==> src/rtl/soc_ext_int_ctrl_if.sv <==
// soc_ext_int_ctrl_if
// Word-addressed register bus between a CPU-side master and the external
// interrupt controller.
//   bus_req   : register access request (master -> slave)
//   bus_wen   : 1 = write, 0 = read (master -> slave)
//   bus_addr  : byte address of the register (master -> slave)
//   bus_wdata : write data (master -> slave)
//   bus_gnt   : request accepted, combinational (slave -> master)
//   bus_recv  : one-cycle response strobe (slave -> master)
//   bus_rdata : read data, valid with bus_recv (slave -> master)
//   bus_error : error response, valid with bus_recv (slave -> master)
interface soc_ext_int_ctrl_if;
   logic        bus_req;
   logic        bus_wen;
   logic [3:0]  bus_addr;
   logic [31:0] bus_wdata;
   logic        bus_gnt;
   logic        bus_recv;
   logic [31:0] bus_rdata;
   logic        bus_error;

   modport master (
      output bus_req, bus_wen, bus_addr, bus_wdata,
      input  bus_gnt, bus_recv, bus_rdata, bus_error
   );

   modport slave (
      input  bus_req, bus_wen, bus_addr, bus_wdata,
      output bus_gnt, bus_recv, bus_rdata, bus_error
   );
endinterface

==> src/rtl/soc_ext_int_ctrl.sv <==
// soc_ext_int_ctrl
// External interrupt controller: NUM_IRQ asynchronous inputs are
// synchronised, qualified per channel by polarity and trigger mode
// (edge / level), latched into PENDING, masked by ENABLE and arbitrated
// (channel 0 highest priority) into one CPU interrupt plus a cause code.
// Register map (word addressed, bits >= NUM_IRQ read 0):
//   0x0 ENABLE (rw), 0x4 MODE (rw, 1 = edge), 0x8 PENDING (r / w1c),
//   0xC POLARITY (rw, 1 = active low)
// Ports:
//   g_clk, g_resetn   : clock, synchronous active-low reset
//   irq_in            : asynchronous interrupt sources
//   bus               : register bus (slave side)
//   cpu_int_external  : registered interrupt request to the CPU
//   cpu_int_ext_cause : registered index of the winning channel
module soc_ext_int_ctrl #(
   parameter int unsigned NUM_IRQ     = 8,
   parameter int unsigned SYNC_STAGES = 2,
   parameter int unsigned CAUSE_W     = 4
) (
   input  logic                  g_clk,
   input  logic                  g_resetn,
   input  logic [NUM_IRQ-1:0]    irq_in,
   soc_ext_int_ctrl_if.slave     bus,
   output logic                  cpu_int_external,
   output logic [CAUSE_W-1:0]    cpu_int_ext_cause
);

   typedef enum logic [1:0] {
      REG_ENABLE   = 2'd0,
      REG_MODE     = 2'd1,
      REG_PENDING  = 2'd2,
      REG_POLARITY = 2'd3
   } reg_sel_e;

   logic [NUM_IRQ-1:0] sync_q [SYNC_STAGES];
   logic [NUM_IRQ-1:0] active;
   logic [NUM_IRQ-1:0] hist_q;
   logic [NUM_IRQ-1:0] rise_q;
   logic [NUM_IRQ-1:0] enable_q;
   logic [NUM_IRQ-1:0] mode_q;
   logic [NUM_IRQ-1:0] pending_q;
   logic [NUM_IRQ-1:0] polarity_q;
   logic [NUM_IRQ-1:0] pending_d;
   logic [NUM_IRQ-1:0] clear_mask;
   logic [NUM_IRQ-1:0] masked;
   logic [CAUSE_W-1:0] cause_d;
   logic               cause_found;

   logic               accept;
   logic               aligned;
   logic               wr_ok;
   reg_sel_e           sel;
   logic [31:0]        rd_val;
   logic               recv_q;
   logic               error_q;
   logic [31:0]        rdata_q;
   logic               unused_wdata;

   assign sel     = reg_sel_e'(bus.bus_addr[3:2]);
   assign accept  = bus.bus_req & g_resetn;
   assign aligned = (bus.bus_addr[1:0] == 2'b00);
   assign wr_ok   = accept & bus.bus_wen & aligned;

   assign active  = sync_q[SYNC_STAGES-1] ^ polarity_q;
   assign masked  = pending_q & enable_q;

   assign clear_mask = (wr_ok && sel == REG_PENDING) ? bus.bus_wdata[NUM_IRQ-1:0] : '0;

   // Edge channels: the rise is registered once before it reaches PENDING,
   // so an edge lands SYNC_STAGES+1 edges after first sampling. A rise
   // arriving together with a w1c clear wins. Level channels follow the
   // qualified input directly.
   assign pending_d = (mode_q & ((pending_q & ~clear_mask) | rise_q))
                    | (~mode_q & active);

   assign unused_wdata = ^bus.bus_wdata[31:NUM_IRQ];

   // Read mux; unimplemented upper bits stay 0.
   always_comb begin
      rd_val = '0;
      case (sel)
         REG_ENABLE:   rd_val[NUM_IRQ-1:0] = enable_q;
         REG_MODE:     rd_val[NUM_IRQ-1:0] = mode_q;
         REG_PENDING:  rd_val[NUM_IRQ-1:0] = pending_q;
         REG_POLARITY: rd_val[NUM_IRQ-1:0] = polarity_q;
         default:      rd_val = '0;
      endcase
   end

   // Fixed priority: lowest-numbered masked channel wins.
   always_comb begin
      cause_d     = '0;
      cause_found = 1'b0;
      for (int unsigned i = 0; i < NUM_IRQ; i++) begin
         if (masked[i] && !cause_found) begin
            cause_d     = CAUSE_W'(i);
            cause_found = 1'b1;
         end
      end
   end

   always_ff @(posedge g_clk) begin
      if (!g_resetn) begin
         for (int unsigned k = 0; k < SYNC_STAGES; k++) begin
            sync_q[k] <= '0;
         end
      end else begin
         sync_q[0] <= irq_in;
         for (int unsigned k = 1; k < SYNC_STAGES; k++) begin
            sync_q[k] <= sync_q[k-1];
         end
      end
   end

   always_ff @(posedge g_clk) begin
      if (!g_resetn) begin
         hist_q            <= '0;
         rise_q            <= '0;
         enable_q          <= '0;
         mode_q            <= '0;
         pending_q         <= '0;
         polarity_q        <= '0;
         cpu_int_external  <= 1'b0;
         cpu_int_ext_cause <= '0;
         recv_q            <= 1'b0;
         error_q           <= 1'b0;
         rdata_q           <= '0;
      end else begin
         hist_q    <= active;
         rise_q    <= active & ~hist_q;
         pending_q <= pending_d;

         if (wr_ok) begin
            case (sel)
               REG_ENABLE:   enable_q   <= bus.bus_wdata[NUM_IRQ-1:0];
               REG_MODE:     mode_q     <= bus.bus_wdata[NUM_IRQ-1:0];
               REG_POLARITY: polarity_q <= bus.bus_wdata[NUM_IRQ-1:0];
               default:      ;
            endcase
         end

         cpu_int_external  <= |masked;
         cpu_int_ext_cause <= cause_d;

         recv_q  <= accept;
         error_q <= accept & ~aligned;
         rdata_q <= (accept && !bus.bus_wen && aligned) ? rd_val : '0;
      end
   end

   assign bus.bus_gnt   = g_resetn;
   assign bus.bus_recv  = recv_q;
   assign bus.bus_rdata = rdata_q;
   assign bus.bus_error = error_q;

endmodule

==> src/flat_wrapper.sv <==
// flat-port wrapper written by rule: the top's interface ports become plain ports
module soc_ext_int_ctrl_flat 
#(
   parameter int unsigned NUM_IRQ     = 8,
   parameter int unsigned SYNC_STAGES = 2,
   parameter int unsigned CAUSE_W     = 4
)
  (g_clk, g_resetn, irq_in, cpu_int_external, cpu_int_ext_cause, bus_bus_req, bus_bus_wen, bus_bus_addr, bus_bus_wdata, bus_bus_gnt, bus_bus_recv, bus_bus_rdata, bus_bus_error);
  soc_ext_int_ctrl_if bus_i ();
  input  logic g_clk;
  input  logic g_resetn;
  input  logic [NUM_IRQ-1:0] irq_in;
  output logic cpu_int_external;
  output logic [CAUSE_W-1:0] cpu_int_ext_cause;
  input wire logic [$bits(bus_i.bus_req)-1:0] bus_bus_req;
  input wire logic [$bits(bus_i.bus_wen)-1:0] bus_bus_wen;
  input wire logic [$bits(bus_i.bus_addr)-1:0] bus_bus_addr;
  input wire logic [$bits(bus_i.bus_wdata)-1:0] bus_bus_wdata;
  output wire logic [$bits(bus_i.bus_gnt)-1:0] bus_bus_gnt;
  output wire logic [$bits(bus_i.bus_recv)-1:0] bus_bus_recv;
  output wire logic [$bits(bus_i.bus_rdata)-1:0] bus_bus_rdata;
  output wire logic [$bits(bus_i.bus_error)-1:0] bus_bus_error;
  assign bus_i.bus_req = bus_bus_req;
  assign bus_i.bus_wen = bus_bus_wen;
  assign bus_i.bus_addr = bus_bus_addr;
  assign bus_i.bus_wdata = bus_bus_wdata;
  assign bus_bus_gnt = bus_i.bus_gnt;
  assign bus_bus_recv = bus_i.bus_recv;
  assign bus_bus_rdata = bus_i.bus_rdata;
  assign bus_bus_error = bus_i.bus_error;
  soc_ext_int_ctrl #(.NUM_IRQ(NUM_IRQ), .SYNC_STAGES(SYNC_STAGES), .CAUSE_W(CAUSE_W)) u_core (.g_clk(g_clk), .g_resetn(g_resetn), .irq_in(irq_in), .bus(bus_i), .cpu_int_external(cpu_int_external), .cpu_int_ext_cause(cpu_int_ext_cause));
endmodule
==> config.mk <==
export PLATFORM = sky130hd
export DESIGN_NAME = soc_ext_int_ctrl_flat
export DESIGN_NICKNAME = d
export VERILOG_FILES = /design/src/rtl/soc_ext_int_ctrl_if.sv /design/src/rtl/soc_ext_int_ctrl.sv /design/src/flat_wrapper.sv
export SDC_FILE = /design/constraint.sdc
export NUM_CORES = 1
export LEC_CHECK = 0
export ABC_AREA = 1
export CORE_UTILIZATION = 55
export CTS_BUF_LIST = sky130_fd_sc_hd__clkbuf_8
export DETAILED_ROUTE_END_ITERATION = 8
export DONT_BUFFER_PORTS = 1
export PLACE_DENSITY_LB_ADDON = 0.12
export SLEW_MARGIN = 20
export SYNTH_ARGS = -nofsm -noshare
export SYNTH_HDL_FRONTEND = slang
export SYNTH_SLANG_ARGS = --single-unit
==> constraint.sdc <==
create_clock -name g_clk -period 1.1 [get_ports g_clk]
set_input_delay 0.165 -clock g_clk [delete_from_list [all_inputs] [get_ports g_clk]]
set_output_delay 0.165 -clock g_clk [all_outputs]
set_load 0.03 [all_outputs]
* After elaboration in Yosys (flattened, before gate mapping)
Memory sizes are Yosys's and may differ from the RTL's. Index checks and enable logic that the tools add are counted.
Word-level totals: bits of input ports 48, word-level logic and storage cells 82, memories kept 1, bits in writable memories 16, flip-flop bits (word level) 87
Memories:
- u_core.sync_q | depth 2, bits a word 8, read ports 2, clocked after Yosys merged registers in 0, write ports 2, RTL line soc_ext_int_ctrl.sv:35 | logic [NUM_IRQ-1:0] sync_q [SYNC_STAGES];
Operators by class: reductions and logical operators 26, multiplexer cells 20, equal/unequal tests 3, bitwise gates (word level) 19
Operator list (count):
- bitwise AND 8 bit | 5
- one-hot mux 8 bit (4 select lines) | 1
- 2-to-1 mux 8 bit | 3
- NOT 8 bit | 3
- OR 8 bit | 2
- 2-to-1 mux 3 bit | 4
- logical AND 1 bit | 10
- 2-to-1 mux 1 bit | 10
- zero test 1 bit | 8
- AND reduction 2 bit | 4
- OR reduction 8 bit | 1
- bitwise XOR 8 bit | 1
- OR reduction 7 bit | 1
- bitwise AND 1 bit | 4
- == test 2 bit (second input constant) | 2
- zero test 2 bit | 2
- 2-to-1 mux 2 bit | 2
- == test 2 x 1 -> 1 bit (second input constant) | 1
- NOT 1 bit | 2
- OR 1 bit | 2

* Depth between registers and ports, before layout
depth after elaboration 23, gate-level depth with buffers 7

* Worst setup path before layout
Ideal clock, no wire load.
path kind input to register, start point input port g_resetn, end point register u_core.enable_q[0], path slack 115 ps, setup time 133 ps, data required time 967 ps, stages on the path 6, arrival 852 ps, path through buf_4 nand2_4 nor2_4 nand2_1 nand2_1 a21oi_1
Between the ends: cells in the longest elaborated chain, start to end 4
RTL lines:
- start, declared | RTL line flat_wrapper.sv:11 | input logic g_resetn;
- bitwise AND 1 bit | RTL line soc_ext_int_ctrl.sv:60 | assign accept = bus.bus_req & g_resetn;
- bitwise AND 1 bit (2 in series) | RTL line soc_ext_int_ctrl.sv:62 | assign wr_ok = accept & bus.bus_wen & aligned;
- AND reduction 2 bit (no source line)
- end signal, assigned | RTL line soc_ext_int_ctrl.sv:135 | REG_ENABLE: enable_q <= bus.bus_wdata[NUM_IRQ-1:0];
- end, declared | RTL line soc_ext_int_ctrl.sv:39 | logic [NUM_IRQ-1:0] enable_q;
Parallel ways exist; a longest one is shown, timed or not. A chain may end at the register's enable or synchronous reset.

==> flow_summary.json <==
{
  "postRouteAntennaNets": 0,
  "power-per-cell-area_mw_per_mm2": 1590,
  "setup_viol": 0,
  "crit_type": "primary input to register",
  "layout_commonest_cell": "nand2_1",
  "synth_top_family_by_area": "simple AND/OR/NAND/NOR gates",
  "power.switching_mw": 1.32,
  "clk_pin_slew_worst_paths_ns": 0.08,
  "wirelength_um": 6840,
  "firstDrtPassIters": 4,
  "start_util_pct": 57.4,
  "p_int_mw": 4.65,
  "rows": 27,
  "vias": 2658,
  "clkPwrFrac_pct": 44.0,
  "cts.path.max_buffers": 2,
  "routedWlPerCell_um": 12.8,
  "io_pins": 88,
  "root_buffer": "clkbuf_8",
  "min_path_type": "primary input to register",
  "cts_tree": "done",
  "period_share_pct": 98.3,
  "final_max_slew_viol_count": 0,
  "sequentialPowerShare_pct": 48.8,
  "grt_start_max_net_pins": 34,
  "gr-total-overflow": 0,
  "rsz0062_at_grt": "true",
  "syn_area_mm2": 0.00316,
  "relSlewSlack_pct": 66.1,
  "endpoint_kind": "register",
  "min_period_ns": 1.08,
  "grt_pass1_wl_um": 11100,
  "synth_xor_area_share_pct": 0,
  "fillers": 473,
  "final_cell_mix": "nand2_1, dfxtp_1, inv_1",
  "max_cap_viol_count": 0,
  "vdd_drop_max_uv": 936,
  "gp_congestion": 0.827,
  "die_area_mm2": 0.00605,
  "dp_hpwl_um": 4140,
  "fin_tns_setup_ns": 0,
  "numClockSinks": 78,
  "finalHoldViolCount": 0,
  "required_ns": 1.35,
  "critPathArrivalTime_ns": 1.34,
  "insertion_delay_ns": 0.35,
  "track_usage_pct": 24.5,
  "htreeDepth": 3,
  "share_comb_of_total_power_pct": 7.1,
  "status": "finished clean",
  "top_layer_used": "met4",
  "antenna_found_initial": 0,
  "synthMuxAreaShare_pct": 0,
  "sw_frac_of_total_pct": 22.2,
  "io_buffers": 0,
  "max_freq_mhz": 925,
  "numCtsBuffers": 9,
  "syn_area_per_cell_um2": 7.59,
  "synthAdderAreaFrac_pct": 0,
  "tightest_slew_ns": 0.508,
  "antennaDiodeCount": 0,
  "drcViolationCount": 0,
  "ys_warn_count": 0,
  "fp.dieH_um": 77.8,
  "wl_met3_um": 502,
  "worst_clock_skew_ns": 0.00710,
  "synth_compound_area_share_pct": 9.11,
  "wl_met1_um": 3030,
  "layout-drive-gt1-share_pct": 9.13,
  "fp.dieW_um": 77.8,
  "finalNetCount": 503,
  "hold_ws_ns": 0.0118,
  "syn_inst": 416,
  "core_mm2": 0.00551,
  "startpoint_type": "primary input",
  "ys_types": 20,
  "route.met2.wl_um": 3130,
  "area_growth_pct": 18.9,
  "power.leakage_nw": 1.61,
  "drt_iter0_drc": 242,
  "first_global_vias": 2315,
  "worstPathMaxFanout": 1,
  "viasPerCell": 5.00,
  "ys_seq_area_share_pct": 49.4,
  "synth-simple-area-share_pct": 26.4,
  "synth-seq-cells": 78
}
-- cell type report --
type	instances	area [um^2]	area share [%]
repair buffers	44	443	11.8
clock inverters	5	97.6	2.60
flip-flops and latches	78	1570	41.7
inverters	49	184	4.90
multi-input cells	273	1220	32.6
clock buffers	11	151	4.03
well taps	72	90.1	2.40
-- power groups by stage --
| stage | logic [mW] | clock network [mW] | registers (mW) |
|---|---|---|---|
| 2_1_floorplan | 0.346 | 0 | 2.98 |
| 3_3_place_gp | 0.323 | 0 | 2.98 |
| 3_5_place_dp | 0.325 | 0 | 2.98 |
| 4_1_cts | 0.421 | 2.67 | 2.91 |
| 5_1_grt | 0.462 | 2.80 | 2.92 |
| 6_report | 0.426 | 2.63 | 2.92 |
-- worst paths after layout --
kind | start | slack, ns | end | cells past startpoint
min | g_resetn | 0.01 | u_core.cpu_int_ext_cause[2] | 2
min reg2reg | u_core.hist_q[1] | 0.39 | u_core.rise_q[1] | 1
max reg2reg | u_core.pending_q[2] | 0.03 | u_core.cpu_int_ext_cause[0] | 7
max | irq_in[2] | 0.02 | u_core.sync_q[0][2] | 4
-- registers in the layout, summed over array words and instances (netlist names) --
signal,count
u_core.bus.bus_error,1
u_core.bus.bus_rdata,8
u_core.bus.bus_recv,1
u_core.cpu_int_ext_cause,3
u_core.cpu_int_external,1
u_core.enable_q,8
u_core.hist_q,8
u_core.mode_q,8
u_core.pending_q,8
u_core.polarity_q,8
u_core.rise_q,8
u_core.sync_q,16
-- synth_stat cells (all sizes together) --
cell type    n  area share [%]
o21bai       1            0.24
a21oi       34             5.4
nor4         1            0.20
o21ai        8             1.3
conb         1            0.12
clkinv       2            0.24
dfxtp       78              49
buf         34             8.4
nand3       36             5.7
a41oi        8             2.2
nand2      109              13
nor2        42             5.9
nor3         9             1.4
inv         47             5.6
clkbuf       6            0.71
-- repair_timing --
item,CTS,global route
resized for setup,1,6
pin swaps,0,1
endpoints found under the setup margin,2,7
endpoints found under the hold margin,51,2
hold buffers,30,1
buffers inserted,0,1
-- per-layer routing --
layer  up-vias  GRT usage [%]
met5         -              0
met4         0           13.2
met3        17           5.18
met2       110           37.8
met1      1199           31.8
li1       1332              -
-- cell families (layout without fill, tap and decap cells) --
family / count (synthesis) / after routing
AO/OA/AOI/OAI: 51 / 51
buffers and inverters: 89 / 109
flip-flops: 78 / 78
other: 1 / 25
AND/OR/NAND/NOR: 197 / 197
-- worst max-delay path: stages --
cell and delay [ns]:
dlygate4sd3_1 0.54, nand2_1 0.06, dlygate4sd3_1 0.53, inv_1 0.03
-- stage by stage --
step	utilization [%]	power, mW	setup slack [ns]	cell area, um^2	instances
2_1_floorplan	-	3.32	0.115	3250	440
3_3_place_gp	58.0	3.30	-0.0352	3190	486
3_5_place_dp	58.0	3.31	-0.0481	3190	486
4_1_cts	68.0	6.01	0.0145	3740	532
5_1_grt	68.2	6.18	-0.0680	3760	532
6_report	68.2	5.97	0.0189	3760	532
Note: power is estimated with default switching activity, not from simulation.
